<file path="src/rtl/lsu_pkg.sv">
// lsu_pkg: shared constants for the load/store control stage.
//   - FSM state encodings (IDLE, RD, WR, RESP)
//   - RV64 funct3 size/sign codes
//   - access-size codes (funct3[1:0]) and a lane-mask helper
package lsu_pkg;

    localparam logic [1:0] StIdle = 2'd0;
    localparam logic [1:0] StRd   = 2'd1;
    localparam logic [1:0] StWr   = 2'd2;
    localparam logic [1:0] StResp = 2'd3;

    localparam logic [2:0] F3_B  = 3'b000;
    localparam logic [2:0] F3_H  = 3'b001;
    localparam logic [2:0] F3_W  = 3'b010;
    localparam logic [2:0] F3_D  = 3'b011;
    localparam logic [2:0] F3_BU = 3'b100;
    localparam logic [2:0] F3_HU = 3'b101;
    localparam logic [2:0] F3_WU = 3'b110;

    // Access size lives in funct3[1:0] for both loads and stores.
    localparam logic [1:0] SZ_B = 2'd0;
    localparam logic [1:0] SZ_H = 2'd1;
    localparam logic [1:0] SZ_W = 2'd2;
    localparam logic [1:0] SZ_D = 2'd3;

    // Byte-lane mask for an access of the given size at offset 0.
    function automatic logic [7:0] size_lanes(input logic [1:0] sz);
        logic [7:0] lanes;
        case (sz)
            SZ_B:    lanes = 8'h01;
            SZ_H:    lanes = 8'h03;
            SZ_W:    lanes = 8'h0F;
            default: lanes = 8'hFF;
        endcase
        return lanes;
    endfunction

endpackage

</file>
<file path="src/rtl/lsu_ctrl_if.sv">
// lsu_ctrl_if: doubleword data_mem bus between lsu_ctrl and data_mem.
//   mem_address    aligned doubleword address (bits [2:0] always zero)
//   mem_write_data write data, committed at posedge while mem_write=1
//   mem_read       combinational read enable
//   mem_write      write enable
//   mem_read_data  read data, valid while mem_read=1
// master: lsu_ctrl side. slave: data_mem side.
interface lsu_ctrl_if #(
    parameter int unsigned ADDR_W = 64
);
    logic [ADDR_W-1:0] mem_address;
    logic [63:0]       mem_write_data;
    logic              mem_read;
    logic              mem_write;
    logic [63:0]       mem_read_data;

    modport master (
        output mem_address,
        output mem_write_data,
        output mem_read,
        output mem_write,
        input  mem_read_data
    );

    modport slave (
        input  mem_address,
        input  mem_write_data,
        input  mem_read,
        input  mem_write,
        output mem_read_data
    );
endinterface

</file>
<file path="src/rtl/lsu_align.sv">
// lsu_align: purely combinational lane handling for lsu_ctrl.
//   rbuf       in  64  doubleword read from data_mem
//   wdata      in  64  right-justified store data
//   offset     in  3   byte offset within the doubleword (addr[2:0])
//   funct3     in  3   RV64 size/sign code
//   load_data  out 64  addressed bytes, sign- or zero-extended
//   store_data out 64  rbuf with the addressed lanes replaced by wdata
module lsu_align
    import lsu_pkg::*;
(
    input  logic [63:0] rbuf,
    input  logic [63:0] wdata,
    input  logic [2:0]  offset,
    input  logic [2:0]  funct3,
    output logic [63:0] load_data,
    output logic [63:0] store_data
);

    function automatic logic [63:0] load_extract(input logic [63:0] dw,
                                                 input logic [2:0]  off,
                                                 input logic [2:0]  f3);
        logic [63:0] sh;
        logic [63:0] res;
        sh = dw >> {off, 3'b000};
        case (f3)
            F3_B:    res = {{56{sh[7]}}, sh[7:0]};
            F3_H:    res = {{48{sh[15]}}, sh[15:0]};
            F3_W:    res = {{32{sh[31]}}, sh[31:0]};
            F3_BU:   res = {56'd0, sh[7:0]};
            F3_HU:   res = {48'd0, sh[15:0]};
            F3_WU:   res = {32'd0, sh[31:0]};
            default: res = sh;
        endcase
        return res;
    endfunction

    function automatic logic [63:0] store_merge(input logic [63:0] dw,
                                                input logic [63:0] wd,
                                                input logic [2:0]  off,
                                                input logic [2:0]  f3);
        logic [7:0]  lanes;
        logic [63:0] bit_mask;
        lanes = size_lanes(f3[1:0]) << off;
        for (int k = 0; k < 8; k++) begin
            bit_mask[8*k +: 8] = {8{lanes[k]}};
        end
        // Bytes of wd above the access size fall outside the mask and are dropped.
        return (dw & ~bit_mask) | ((wd << {off, 3'b000}) & bit_mask);
    endfunction

    assign load_data  = load_extract(rbuf, offset, funct3);
    assign store_data = store_merge(rbuf, wdata, offset, funct3);

endmodule

</file>
<file path="src/rtl/lsu_ctrl.sv">
// lsu_ctrl: RV64 load/store control stage in front of a doubleword data_mem.
//   clk, reset          clock; synchronous active-high reset
//   req_*               one request per instruction, held stable while stall=1
//   stall               pipeline must not advance
//   load_valid          one-cycle pulse with extended data on load_result
//   fault               one-cycle pulse for a misaligned or illegal request
//   mem                 data_mem bus (lsu_ctrl_if master)
// Sub-doubleword stores do read-modify-write (IDLE, RD, WR, RESP);
// loads go IDLE, RD, RESP; SD goes IDLE, WR, RESP.
module lsu_ctrl
    import lsu_pkg::*;
#(
    parameter int unsigned ADDR_W = 64
) (
    input  logic              clk,
    input  logic              reset,
    input  logic              req_valid,
    input  logic              req_load,
    input  logic              req_store,
    input  logic [2:0]        req_funct3,
    input  logic [ADDR_W-1:0] req_addr,
    input  logic [63:0]       req_wdata,
    output logic              stall,
    output logic              load_valid,
    output logic [63:0]       load_result,
    output logic              fault,
    lsu_ctrl_if.master        mem
);

    logic [1:0]        state_q, state_d;
    logic [ADDR_W-1:0] addr_q, addr_d;
    logic [2:0]        funct3_q, funct3_d;
    logic [63:0]       wdata_q, wdata_d;
    logic              is_load_q, is_load_d;
    logic [63:0]       rbuf_q, rbuf_d;

    logic        is_req;
    logic        illegal;
    logic        misaligned;
    logic        accept;
    logic [63:0] load_data;
    logic [63:0] store_data;

    // Request decode; only meaningful while in IDLE.
    always_comb begin
        is_req  = req_valid && (req_load || req_store);
        illegal = (req_load && req_store)
               || (req_load && (req_funct3 == 3'b111))
               || (req_store && req_funct3[2]);
        case (req_funct3[1:0])
            SZ_H:    misaligned = req_addr[0];
            SZ_W:    misaligned = |req_addr[1:0];
            SZ_D:    misaligned = |req_addr[2:0];
            default: misaligned = 1'b0;
        endcase
        accept = (state_q == StIdle) && is_req && !illegal && !misaligned && !reset;
        fault  = (state_q == StIdle) && is_req && (illegal || misaligned) && !reset;
    end

    always_comb begin
        state_d   = state_q;
        addr_d    = addr_q;
        funct3_d  = funct3_q;
        wdata_d   = wdata_q;
        is_load_d = is_load_q;
        rbuf_d    = rbuf_q;
        case (state_q)
            StIdle: begin
                if (accept) begin
                    addr_d    = req_addr;
                    funct3_d  = req_funct3;
                    wdata_d   = req_wdata;
                    is_load_d = req_load;
                    // Only a full doubleword store can skip the read.
                    state_d   = (req_load || (req_funct3[1:0] != SZ_D)) ? StRd : StWr;
                end
            end
            StRd: begin
                rbuf_d  = mem.mem_read_data;
                state_d = is_load_q ? StResp : StWr;
            end
            StWr:    state_d = StResp;
            StResp:  state_d = StIdle;
            default: state_d = StIdle;
        endcase
    end

    always_ff @(posedge clk) begin
        if (reset) begin
            state_q   <= StIdle;
            addr_q    <= '0;
            funct3_q  <= '0;
            wdata_q   <= '0;
            is_load_q <= 1'b0;
            rbuf_q    <= '0;
        end else begin
            state_q   <= state_d;
            addr_q    <= addr_d;
            funct3_q  <= funct3_d;
            wdata_q   <= wdata_d;
            is_load_q <= is_load_d;
            rbuf_q    <= rbuf_d;
        end
    end

    lsu_align u_align (
        .rbuf       (rbuf_q),
        .wdata      (wdata_q),
        .offset     (addr_q[2:0]),
        .funct3     (funct3_q),
        .load_data  (load_data),
        .store_data (store_data)
    );

    // Gating by reset keeps a write in flight from committing when reset lands in WR.
    always_comb begin
        stall           = !reset && ((state_q == StRd) || (state_q == StWr) || accept);
        mem.mem_read    = !reset && (state_q == StRd);
        mem.mem_write   = !reset && (state_q == StWr);
        mem.mem_address = (!reset && (state_q != StIdle)) ? {addr_q[ADDR_W-1:3], 3'b000}
                                                          : '0;
        mem.mem_write_data = '0;
        if (mem.mem_write) begin
            mem.mem_write_data = (funct3_q[1:0] == SZ_D) ? wdata_q : store_data;
        end
        load_valid  = !reset && (state_q == StResp) && is_load_q;
        load_result = load_valid ? load_data : '0;
    end

endmodule

</file>
<file path="src/flat_wrapper.sv">
// flat-port wrapper written by rule: the top's interface ports become plain ports
module lsu_ctrl_flat import lsu_pkg::*;
#(
    parameter int unsigned ADDR_W = 64
)
  (clk, reset, req_valid, req_load, req_store, req_funct3, req_addr, req_wdata, stall, load_valid, load_result, fault, mem_mem_address, mem_mem_write_data, mem_mem_read, mem_mem_write, mem_mem_read_data);
  lsu_ctrl_if #(.ADDR_W(ADDR_W)) mem_i ();
  input  logic clk;
  input  logic reset;
  input  logic req_valid;
  input  logic req_load;
  input  logic req_store;
  input  logic [2:0] req_funct3;
  input  logic [ADDR_W-1:0] req_addr;
  input  logic [63:0] req_wdata;
  output logic stall;
  output logic load_valid;
  output logic [63:0] load_result;
  output logic fault;
  output wire logic [$bits(mem_i.mem_address)-1:0] mem_mem_address;
  output wire logic [$bits(mem_i.mem_write_data)-1:0] mem_mem_write_data;
  output wire logic [$bits(mem_i.mem_read)-1:0] mem_mem_read;
  output wire logic [$bits(mem_i.mem_write)-1:0] mem_mem_write;
  input wire logic [$bits(mem_i.mem_read_data)-1:0] mem_mem_read_data;
  assign mem_mem_address = mem_i.mem_address;
  assign mem_mem_write_data = mem_i.mem_write_data;
  assign mem_mem_read = mem_i.mem_read;
  assign mem_mem_write = mem_i.mem_write;
  assign mem_i.mem_read_data = mem_mem_read_data;
  lsu_ctrl #(.ADDR_W(ADDR_W)) u_core (.clk(clk), .reset(reset), .req_valid(req_valid), .req_load(req_load), .req_store(req_store), .req_funct3(req_funct3), .req_addr(req_addr), .req_wdata(req_wdata), .stall(stall), .load_valid(load_valid), .load_result(load_result), .fault(fault), .mem(mem_i));
endmodule
</file>
<file path="config.mk">
export PLATFORM = sky130hd
export DESIGN_NAME = lsu_ctrl_flat
export DESIGN_NICKNAME = d
export VERILOG_FILES = /design/src/rtl/lsu_pkg.sv /design/src/rtl/lsu_ctrl_if.sv /design/src/rtl/lsu_align.sv /design/src/rtl/lsu_ctrl.sv /design/src/flat_wrapper.sv
export SDC_FILE = /design/constraint.sdc
export NUM_CORES = 1
export LEC_CHECK = 0
export CELL_PAD_IN_SITES_DETAIL_PLACEMENT = 1
export CELL_PAD_IN_SITES_GLOBAL_PLACEMENT = 2
export CORE_ASPECT_RATIO = 0.5
export CORE_MARGIN = 10
export CORE_UTILIZATION = 26
export DETAILED_ROUTE_END_ITERATION = 10
export PLACE_DENSITY_LB_ADDON = 0.08
export SLEW_MARGIN = 25
export SYNTH_ARGS = -nofsm -noshare
export SYNTH_HDL_FRONTEND = slang
export SYNTH_SLANG_ARGS = --single-unit
export TNS_END_PERCENT = 50
</file>
<file path="constraint.sdc">
create_clock -name clk -period 2.8 [get_ports clk]
set_input_delay 0.7 -clock clk [delete_from_list [all_inputs] [get_ports clk]]
set_output_delay 0.7 -clock clk [all_outputs]
set_load 0.01 [all_outputs]
</file>
==> impl_metrics.toml <==
[power]
ir_worst_vdd_mv = 0.403
powerDensity_nw_per_um2 = 393
cellLeakagePower_uw = 0.00962

[sta]
max_slew.worst_pin.slew_ns = 0.601
finClkSkew_ns = 0.0115
hold_viol = 0
drv_slew = 0
period_minus_slack_ns = 3.26
setup_viol = 116
rsz0062_at_grt = "yes"
worst_slack_ns = -0.455
maxSlewHeadroom_pct = 59.9
finalCritPeriodShare_pct = 116
fmax_mhz = 307
whs_ns = 0.464

[synthesis]
syn_area_um2 = 12700
post-synth-top-count-cell = "nand2_1"
yosys-top-cells-count = "nand2_1, nor2_1, dfxtp_1"
synth_edf_count = 0
yosys.area.top_type = "dfxtp_1"
synth_async_sr_flop_share_pct = 0
syn_inst = 1669
synth_warnings = 0
ys_ff_latch = 198
avgSynthCellArea_um2 = 7.60
seq_area_frac_synth_pct = 31.3
synth_top_area_share_pct = 31.3
synth.distinct_cells = 60
synth-main-ff-cell = "dfxtp_1"
synthTopCellsByArea = "dfxtp_1, mux2i_1, nand2_1, o21ai_0, nor2_1"

[drt]
viasPerCell = 5.10
first_pass_iters = 5
postRouteAntennaNets = 0
num_vias = 15285
drcViolationCount = 0
drt_iter0_drc = 1239
wl_per_cell_um = 24.8
routed_wl_mm = 74.2

[critical_path]
cp_max_fo = 8
worstPathCellList = "buf_8, mux2i_4, a2bb2oi_4, a211o_1, a21o_4, buf_8, a21oi_1, buf_2"
critical_path_buf_inv_count = 3
cp_top_family = "compound AO/OA/AOI/OAI gates"
crit_cells = 8
worstSetupPathType = "register to primary output"
worst-endpoint-arrival_ns = 2.56
cp_slowest_cell = "dfxtp_4"
cp-start-kind = "register"
reg2regPathDepth = 9
path_common_cell = "buf_8"
max_stage_delay_ns = 0.40
worst_ep_required_time_ns = 2.10
endpoint_kind = "primary output"

[cts]
cts-htree-levels = 4
numCtsBuffers = 17
clock_sinks = 198
cts_root_buf = "clkbuf_16"
clock_latency_ns = 0.47
clock_path_buffers = 2
clkTransAtPathRegs_ns = 0.08
cts_tree = "done"

[layout]
drive_gt1_share_pct = 36.2
areaGrowthSynthToFinish_pct = 76.1
fin_nets = 2536
final_core_util_pct = 46.2

[placement]
dp_hpwl_mm = 55.1
io_buffers = 393
place_congestion = 0.906
pre_cts_slack_ns = -0.420

[global_routing]
grt_use_total_pct = 23.4
antenna_found_initial = 3
overflow = 0
grt_pass1_wl_mm = 104
grt_pass1_vias = 15423
grt_start_max_net_pins = 68

[die]
coreArea_um2 = 48400
io_pins = 397
die_w_um = 332
start_util_pct = 26.2
die_area_um2 = 58600
dieHeight_um = 176
rows = 57

[run_status]
violations = "setup timing"
status = "finished, violations left"

[flow_run]
max_cap_violations = 0

[hold_path]
min_path_cells = 2
min_path_type = "register to register"
placed cells by master (no fill, tap or decap), types with 11 or more instances in the layout:
| cell | n |
|---|---|
| a21oi_2 | 59 |
| mux2i_1 | 133 |
| buf_6 | 80 |
| a211oi_2 | 13 |
| nor2_1 | 187 |
| mux2_4 | 12 |
| o21ai_1 | 16 |
| nand2_2 | 14 |
| inv_1 | 14 |
| buf_4 | 274 |
| mux2_2 | 21 |
| o211ai_1 | 34 |
| dlymetal6s2s_1 | 64 |
| o21ai_0 | 145 |
| nand2_1 | 374 |
| a21oi_1 | 66 |
| dfxtp_1 | 190 |
| buf_12 | 46 |
| mux4_2 | 27 |
| clkbuf_16 | 27 |
| buf_8 | 12 |
| mux2i_4 | 13 |
| buf_2 | 95 |
| nor2_2 | 11 |
| o21ai_2 | 15 |
| clkdlybuf4s50_1 | 198 |
sequential cells by signal, indices dropped and copies added (netlist names):
register	cells
u_core.state_q	2
u_core.wdata_q	64
u_core.funct3_q	3
u_core.rbuf_q	64
u_core.addr_q	64
u_core.is_load_q	1
tightest hold or removal path: cells and delay by family (launching register included):
kind	cells	cell delay, ns
simple gates	1	0.05
compound gates	1	0.06
flops	1	0.31
cells by family after synthesis:
kind of cell	count (synthesis)	share of synthesized area, %
and+or+nand+nor	634	19.9
adders and majority gates	5	0.493
buffers and inverters	170	6.83
muxes	212	19.7
DFF	198	31.3
AOI/OAI and AO/OA	449	21.8
other	1	0.0296
path summary, 6_finish.rpt:
kind | start | to | slack (ns)
max | u_core.addr_q[1] | load_result[33] | -0.46
min reg2reg | u_core.wdata_q[61] | u_core.wdata_q[61] | 0.46
min | u_core.wdata_q[61] | u_core.wdata_q[61] | 0.46
max reg2reg | u_core.state_q[0] | u_core.addr_q[58] | 0.74
per-layer routing:
layer / vias to the layer above / GRT usage (%) / share of wire [%]
met1: 7612 / 29.2 / 43
li1: 7115 / - / -
met2: 457 / 39.1 / 48
met5: - / 0 / 0.018
met3: 99 / 6.56 / 6.5
met4: 2 / 6.21 / 2.2
power breakdown:
| part | internal (uW) | switching (uW) |
|---|---|---|
| combinational | 1440 | 1450 |
| sequential | 3030 | 322 |
| clock | 1220 | 1320 |
| total | 5690 | 3090 |
stage by stage:
stage	total power, uW	instances	TNS [ns]	cell area [um^2]
after floorplan	4430	1671	0	12700
after global placement	5770	2843	-34.54	19100
after detailed placement	5790	2843	-37.44	19100
after CTS	8570	2922	-38.92	20700
after global routing	9160	2992	-38.46	22300
final	8780	2997	-31.39	22300
what timing repair did:
item                                    4_1_cts  5_1_grt
gates resized for setup                     673      352
pin swaps                                    45       83
hold buffers                                  0        0
cloned                                        7       10
endpoints found under the setup margin      192      192
buffers inserted                             43       68
cell type report:
cell class | count | area (um^2)
Tap cell | 649 | 812
Clock inverter | 11 | 113
Timing Repair Buffer | 791 | 7790
Clock buffer | 20 | 457
Inverter | 19 | 76.3
Antenna cell | 5 | 12.5
Multi-Input combinational cell | 1304 | 9090
Fill cell | 5647 | 26000
Sequential cell | 198 | 3990
(Power assumes the default switching activity.)
